### src/rtl/module_divisor_seq.sv
// Sequential restoring divider: unsigned N-bit dividend / N-bit divisor, one quotient bit per clock.
// A start/busy/done handshake; quotient, remainder and divide-by-zero flag are registered and held.
module module_divisor_seq #(
    parameter int N = 4
) (
    input  logic         clk,
    input  logic         rst_n,
    input  logic         start,
    input  logic [N-1:0] dividendo,
    input  logic [N-1:0] divisor,
    output logic         busy,
    output logic         done,
    output logic [N-1:0] cociente,
    output logic [N-1:0] residuo,
    output logic         div_cero
);
    localparam int CW = $clog2(N + 1);

    typedef enum logic [1:0] {IDLE, CALC, FIN} state_t;

    state_t        state_reg, state_next;
    logic [N:0]    r_reg;
    logic [N-1:0]  q_reg;
    logic [N-1:0]  b_reg;
    logic [CW-1:0] cnt_reg;
    logic [N-1:0]  cociente_reg;
    logic [N-1:0]  residuo_reg;
    logic          div_cero_reg;

    logic          accept;
    logic          last_step;
    logic [N:0]    r_shift;
    logic [N:0]    diff;
    logic          signo;
    logic [N:0]    r_step;
    logic [N-1:0]  q_step;

    // start is only honoured in IDLE, or in FIN for a back-to-back accept
    assign accept    = start && (state_reg == IDLE || state_reg == FIN);
    assign last_step = (state_reg == CALC) && (cnt_reg == CW'(1));

    // One restoring step; N+1 bits wide so the subtraction cannot overflow
    assign r_shift = {r_reg[N-1:0], q_reg[N-1]};
    assign diff    = r_shift - {1'b0, b_reg};
    assign signo   = diff[N];
    assign r_step  = signo ? r_shift : diff;
    assign q_step  = {q_reg[N-2:0], ~signo};

    always_ff @(posedge clk or negedge rst_n) begin
        if (!rst_n) begin
            state_reg <= IDLE;
        end else begin
            state_reg <= state_next;
        end
    end

    always_comb begin
        state_next = state_reg;
        case (state_reg)
            IDLE: begin
                if (start) begin
                    state_next = (divisor == '0) ? FIN : CALC;
                end
            end
            CALC: begin
                if (cnt_reg == CW'(1)) begin
                    state_next = FIN;
                end
            end
            FIN: begin
                if (start) begin
                    state_next = (divisor == '0) ? FIN : CALC;
                end else begin
                    state_next = IDLE;
                end
            end
            default: state_next = IDLE;
        endcase
    end

    always_comb begin
        busy = (state_reg == CALC);
        done = (state_reg == FIN);
    end

    always_ff @(posedge clk or negedge rst_n) begin
        if (!rst_n) begin
            r_reg        <= '0;
            q_reg        <= '0;
            b_reg        <= '0;
            cnt_reg      <= '0;
            cociente_reg <= '0;
            residuo_reg  <= '0;
            div_cero_reg <= 1'b0;
        end else if (accept) begin
            if (divisor != '0) begin
                r_reg   <= '0;
                q_reg   <= dividendo;
                b_reg   <= divisor;
                cnt_reg <= CW'(N);
            end else begin
                // Divide by zero finishes immediately with a saturated quotient
                cociente_reg <= '1;
                residuo_reg  <= dividendo;
                div_cero_reg <= 1'b1;
            end
        end else if (state_reg == CALC) begin
            r_reg   <= r_step;
            q_reg   <= q_step;
            cnt_reg <= cnt_reg - CW'(1);
            if (last_step) begin
                cociente_reg <= q_step;
                residuo_reg  <= r_step[N-1:0];
                div_cero_reg <= 1'b0;
            end
        end
    end

    assign cociente = cociente_reg;
    assign residuo  = residuo_reg;
    assign div_cero = div_cero_reg;

endmodule

### config.mk
export PLATFORM = sky130hd
export DESIGN_NAME = module_divisor_seq
export DESIGN_NICKNAME = d
export VERILOG_FILES = /design/src/rtl/module_divisor_seq.sv
export SDC_FILE = /design/constraint.sdc
export NUM_CORES = 1
export LEC_CHECK = 0
export BUFFER_PORTS_ARGS = -buffer_cell sky130_fd_sc_hd__buf_4
export CAP_MARGIN = 20
export CELL_PAD_IN_SITES_DETAIL_PLACEMENT = 0
export CELL_PAD_IN_SITES_GLOBAL_PLACEMENT = 1
export CORE_ASPECT_RATIO = 0.5
export CORE_MARGIN = 2
export CORE_UTILIZATION = 45
export DETAILED_ROUTE_END_ITERATION = 7
export PLACE_DENSITY = 0.85
export SYNTH_ARGS = -nofsm -noshare
export SYNTH_HDL_FRONTEND = slang
export SYNTH_SLANG_ARGS = --single-unit
### constraint.sdc
create_clock -name clk -period 4.5 [get_ports clk]
set_input_delay 0.9 -clock clk [delete_from_list [all_inputs] [get_ports clk]]
set_output_delay 0.9 -clock clk [all_outputs]
set_load 0.03 [all_outputs]
==> metrics.md <==
| Metric | Value |
|---|---|
| Syn_area_per_cell | 9.750 um^2 |
| Clock network fraction of total power | 14.1% |
| Vias in the first global route | 1,014 |
| Detailed-route DRC error count | 0 |
| Routability congestion estimate | 0.8348 |
| Worst EP arrival | 2.55 ns |
| P&R area growth vs syn | 19.01% |
| Largest net degree at the start of global routing | 27 |
| Crit-path leading delay family | simple AND/OR/NAND/NOR gates |
| Synth cell types | 32 |
| Yosys top cell by area | dfrtp_1 |
| Worst R2R Path Depth | 9 |
| Reg power frac | 30.7% |
| Global-route wire length before repair | 5016 um |
| Combinational Power Share | 55.2% |
| Synth Area in Compound Gates | 18.25% |
| CP max FO | 5 |
| Post-CTS Resized | 0 |
| Buffers inserted by post-CTS timing repair | 0 |
| Max cap viols | 0 |
| Status | complete, no violations |
| Synth Area in XOR/XNOR | 1.996% |
| Syn Inst Count | 135 |
| Chip height | 42.25 um |
| CP required | 4.64 ns |
| Layout cells sized above 1 | 19.23% |
| # setup viols final | 0 |
| Standard-cell rows | 13 |
| Buf+Inv Stages, Crit Path | 2 |
| Grt total ovfl | 0 |
| HP Class | reg -> reg |
| IO Count | 22 |
| Final wirelength | 2757 um |
| Final Max Tran Viols | 0 |
| CTS Sinks | 26 |
| Top cell by count, worst path | inv_1 |
| Worst VDD drop | 0.4185 mV |
| Total track usage | 19.65% |
| Yosys reg bits | 26 |
| Flop-to-flop setup slack | 2.09 ns |
| Achievable Freq | 414.2 MHz |
| Internal power | 770.6 uW |
| Clock Path Buffers | 2 |
| Hold Path Origin | cociente[0] |
| Critical Path Max Stage Delay | 0.43 ns |
| Die area | 3400 um^2 |
| Root Buffer | clkbuf_8 |
| Worst setup path category | reg -> reg |
| Sw Pwr | 618.5 uW |
| Core footprint | 2684 um^2 |
| Synth Area in Simple Gates | 16.92% |
| Initial antenna violation count | 0 |
| Critical Path Start Type | flip-flop |
| Pre-antenna DRT Iters | 4 |
| Clock skew | 0.004616 ns |
| Yosys top cell area share | 49.43% |
| Cell depth of the worst min-delay path | 1 |
| Mapped Nets | 153 |
| Post-synthesis adder-cell area fraction | 7.224% |
| H-tree Lvls | 1 |
| Static leakage | 0.0007030 uW |
| CP cell instances | inv_1 -> ha_1 -> inv_1 -> fa_1 -> and3_1 -> nor3_1 -> nor2_1 -> o211ai_1 -> a31oi_1 |
| Port bufs | 21 |
| Cell Pwr Density | 886.7 nW/um^2 |
| Final min period | 2.414 ns |
| Endpoint class of the critical path | flip-flop |
| Largest family of logic cells by synthesized area | compound AO/OA/AOI/OAI gates |
| Vias per inst | 5.181 |
| Vias | 1,000 |
| Net Sw Frac | 44.52% |
| Drt wl/cell | 14.28 um |
| FF-to-FF Start | q_reg[3] |
| Clk_lat worst skew | 0.27 ns |
| Total Power | 1389 uW |
| Cts hold-fix bufs | 0 |
| Cells taking the most area after synthesis | dfrtp_1 (49%), ha_1 (5.7%), nand2_1 (5.1%), o21ai_0 (4.2%), a31oi_1 (3.3%) |
| Reg2Reg Capture Point | residuo[2] |
| Synth Cell Area | 1316 um^2 |
| RSZ-0062 raised after global routing | no |
| Antenna Cells | 0 |
| Fillers | 246 |
| WHS Endpoint | cociente[0] |
| Final ANT Viol Nets | 0 |
| Chip Width | 80.49 um |
| Setup TNS | 0 ns |
| Fin crit share | 53.65% |
| Register area share after synthesis | 49.43% |
| Starting DRT DRC Count | 47 |
| Measured slew at the worst slew-check pin | 0.8329 ns |
| Detailed Place HPWL | 2061 um |
| Slew headroom | 44.36% |
| Final hold viol count | 0 |
| Clock-pin slew on the worst setup and hold paths | 0.09 ns |
| Initial core utilization | 49.04% |
| Post-synthesis mux area share | 1.711% |
| Crit path max-delay cell type | dfrtp_1 |
| Total CTS buffers | 3 |
| Synth warn | 0 |
| Final layout net count | 175 |
| CTS tree | yes |
[worst reg2reg max path: stages (launching register included)]
cell and delay (ns):
dfrtp_1 0.43, inv_1 0.07, ha_1 0.13, inv_1 0.05
fa_1 0.41, and3_1 0.20, nor3_1 0.34, nor2_1 0.19
o211ai_1 0.32, a31oi_1 0.14
[layout by cell type, fill, tap and decap left out, types with 3 or more instances in the layout]
master	count
dfrtp_1	26
buf_4	21
nand2_1	18
o21ai_0	11
nor2_1	10
inv_1	9
a31oi_1	7
ha_1	6
a21oi_1	5
o22a_1	5
nand3_1	4
nor3_1	4
nor2b_1	3
a21o_1	3
clkbuf_8	3
[synth_stat cells (all sizes together)]
cell type,instances
xnor2,2
fa,1
o211ai,1
or3,1
o22a,5
mux2,2
a21oi,6
nor2,11
o22ai,1
and3,1
nor3,4
and2,1
buf,3
dfrtp,26
ha,6
a211oi,2
inv,9
xor2,1
nor4,1
nand2,18
a31oi,7
nor2b,3
nand3,4
clkbuf,1
o21ai,12
a21o,3
a21boi,1
nand2b,2
[power by group through the flow]
stage / combinational (uW) / clock [uW] / sequential (uW)
6_report: 767 / 196 / 426
5_1_grt: 864 / 212 / 442
4_1_cts: 768 / 199 / 426
3_5_place_dp: 764 / 0 / 430
3_3_place_gp: 756 / 0 / 429
2_1_floorplan: 496 / 0 / 486
[kinds of logic after synthesis]
family	Yosys count
muxes	2
and+or+nand+nor	46
DFF	26
xor gates and xnor gates	3
AOI/OAI and AO/OA	38
buffers and inverters	13
adders and majority gates	7
[through the flow]
| stage | setup slack [ns] | cells | instance area, um^2 | hold WS (ns) | utilization, % |
|---|---|---|---|---|---|
| floorplan | 2.522 | 135 | 1316 | 0.4714 | - |
| global placement | 2.053 | 189 | 1495 | 0.4781 | 55.71 |
| detailed placement | 2.044 | 189 | 1495 | 0.4820 | 55.71 |
| CTS | 2.131 | 193 | 1567 | 0.5079 | 58.37 |
| global route | 1.865 | 193 | 1567 | 0.5161 | 58.37 |
| finish | 2.086 | 193 | 1567 | 0.5039 | 58.37 |
[layout make-up]
cell class / count / area, um^2 / area share [%]
multi-input combinational: 96 / 606.8 / 38.74
sequential: 26 / 650.6 / 41.53
clock inverter: 1 / 30.03 / 1.917
tap: 37 / 46.29 / 2.955
inverter: 9 / 33.78 / 2.157
timing repair buffer: 21 / 157.7 / 10.06
clock buffer: 3 / 41.29 / 2.636
[layer usage]
metal	global-route usage, %	up-vias	wire [um]
met4	4.068	0	0
met3	5.388	0	89
li1	-	512	-
met1	30.98	470	1511
met5	0	-	0
met2	26.67	18	1156
[worst max-delay path by stage]
stage | end | depth (start not counted) | from | slack [ns]
after floorplan | residuo[3] | 9 | q_reg[3] | 2.52
after global placement | residuo[1] | 6 | divisor[1] | 2.05
after detailed placement | residuo[1] | 6 | divisor[1] | 2.04
after CTS | residuo[2] | 9 | q_reg[3] | 2.13
after global routing | residuo[2] | 9 | q_reg[3] | 1.87
final | residuo[2] | 9 | q_reg[3] | 2.09
(Power assumes the default switching activity.)
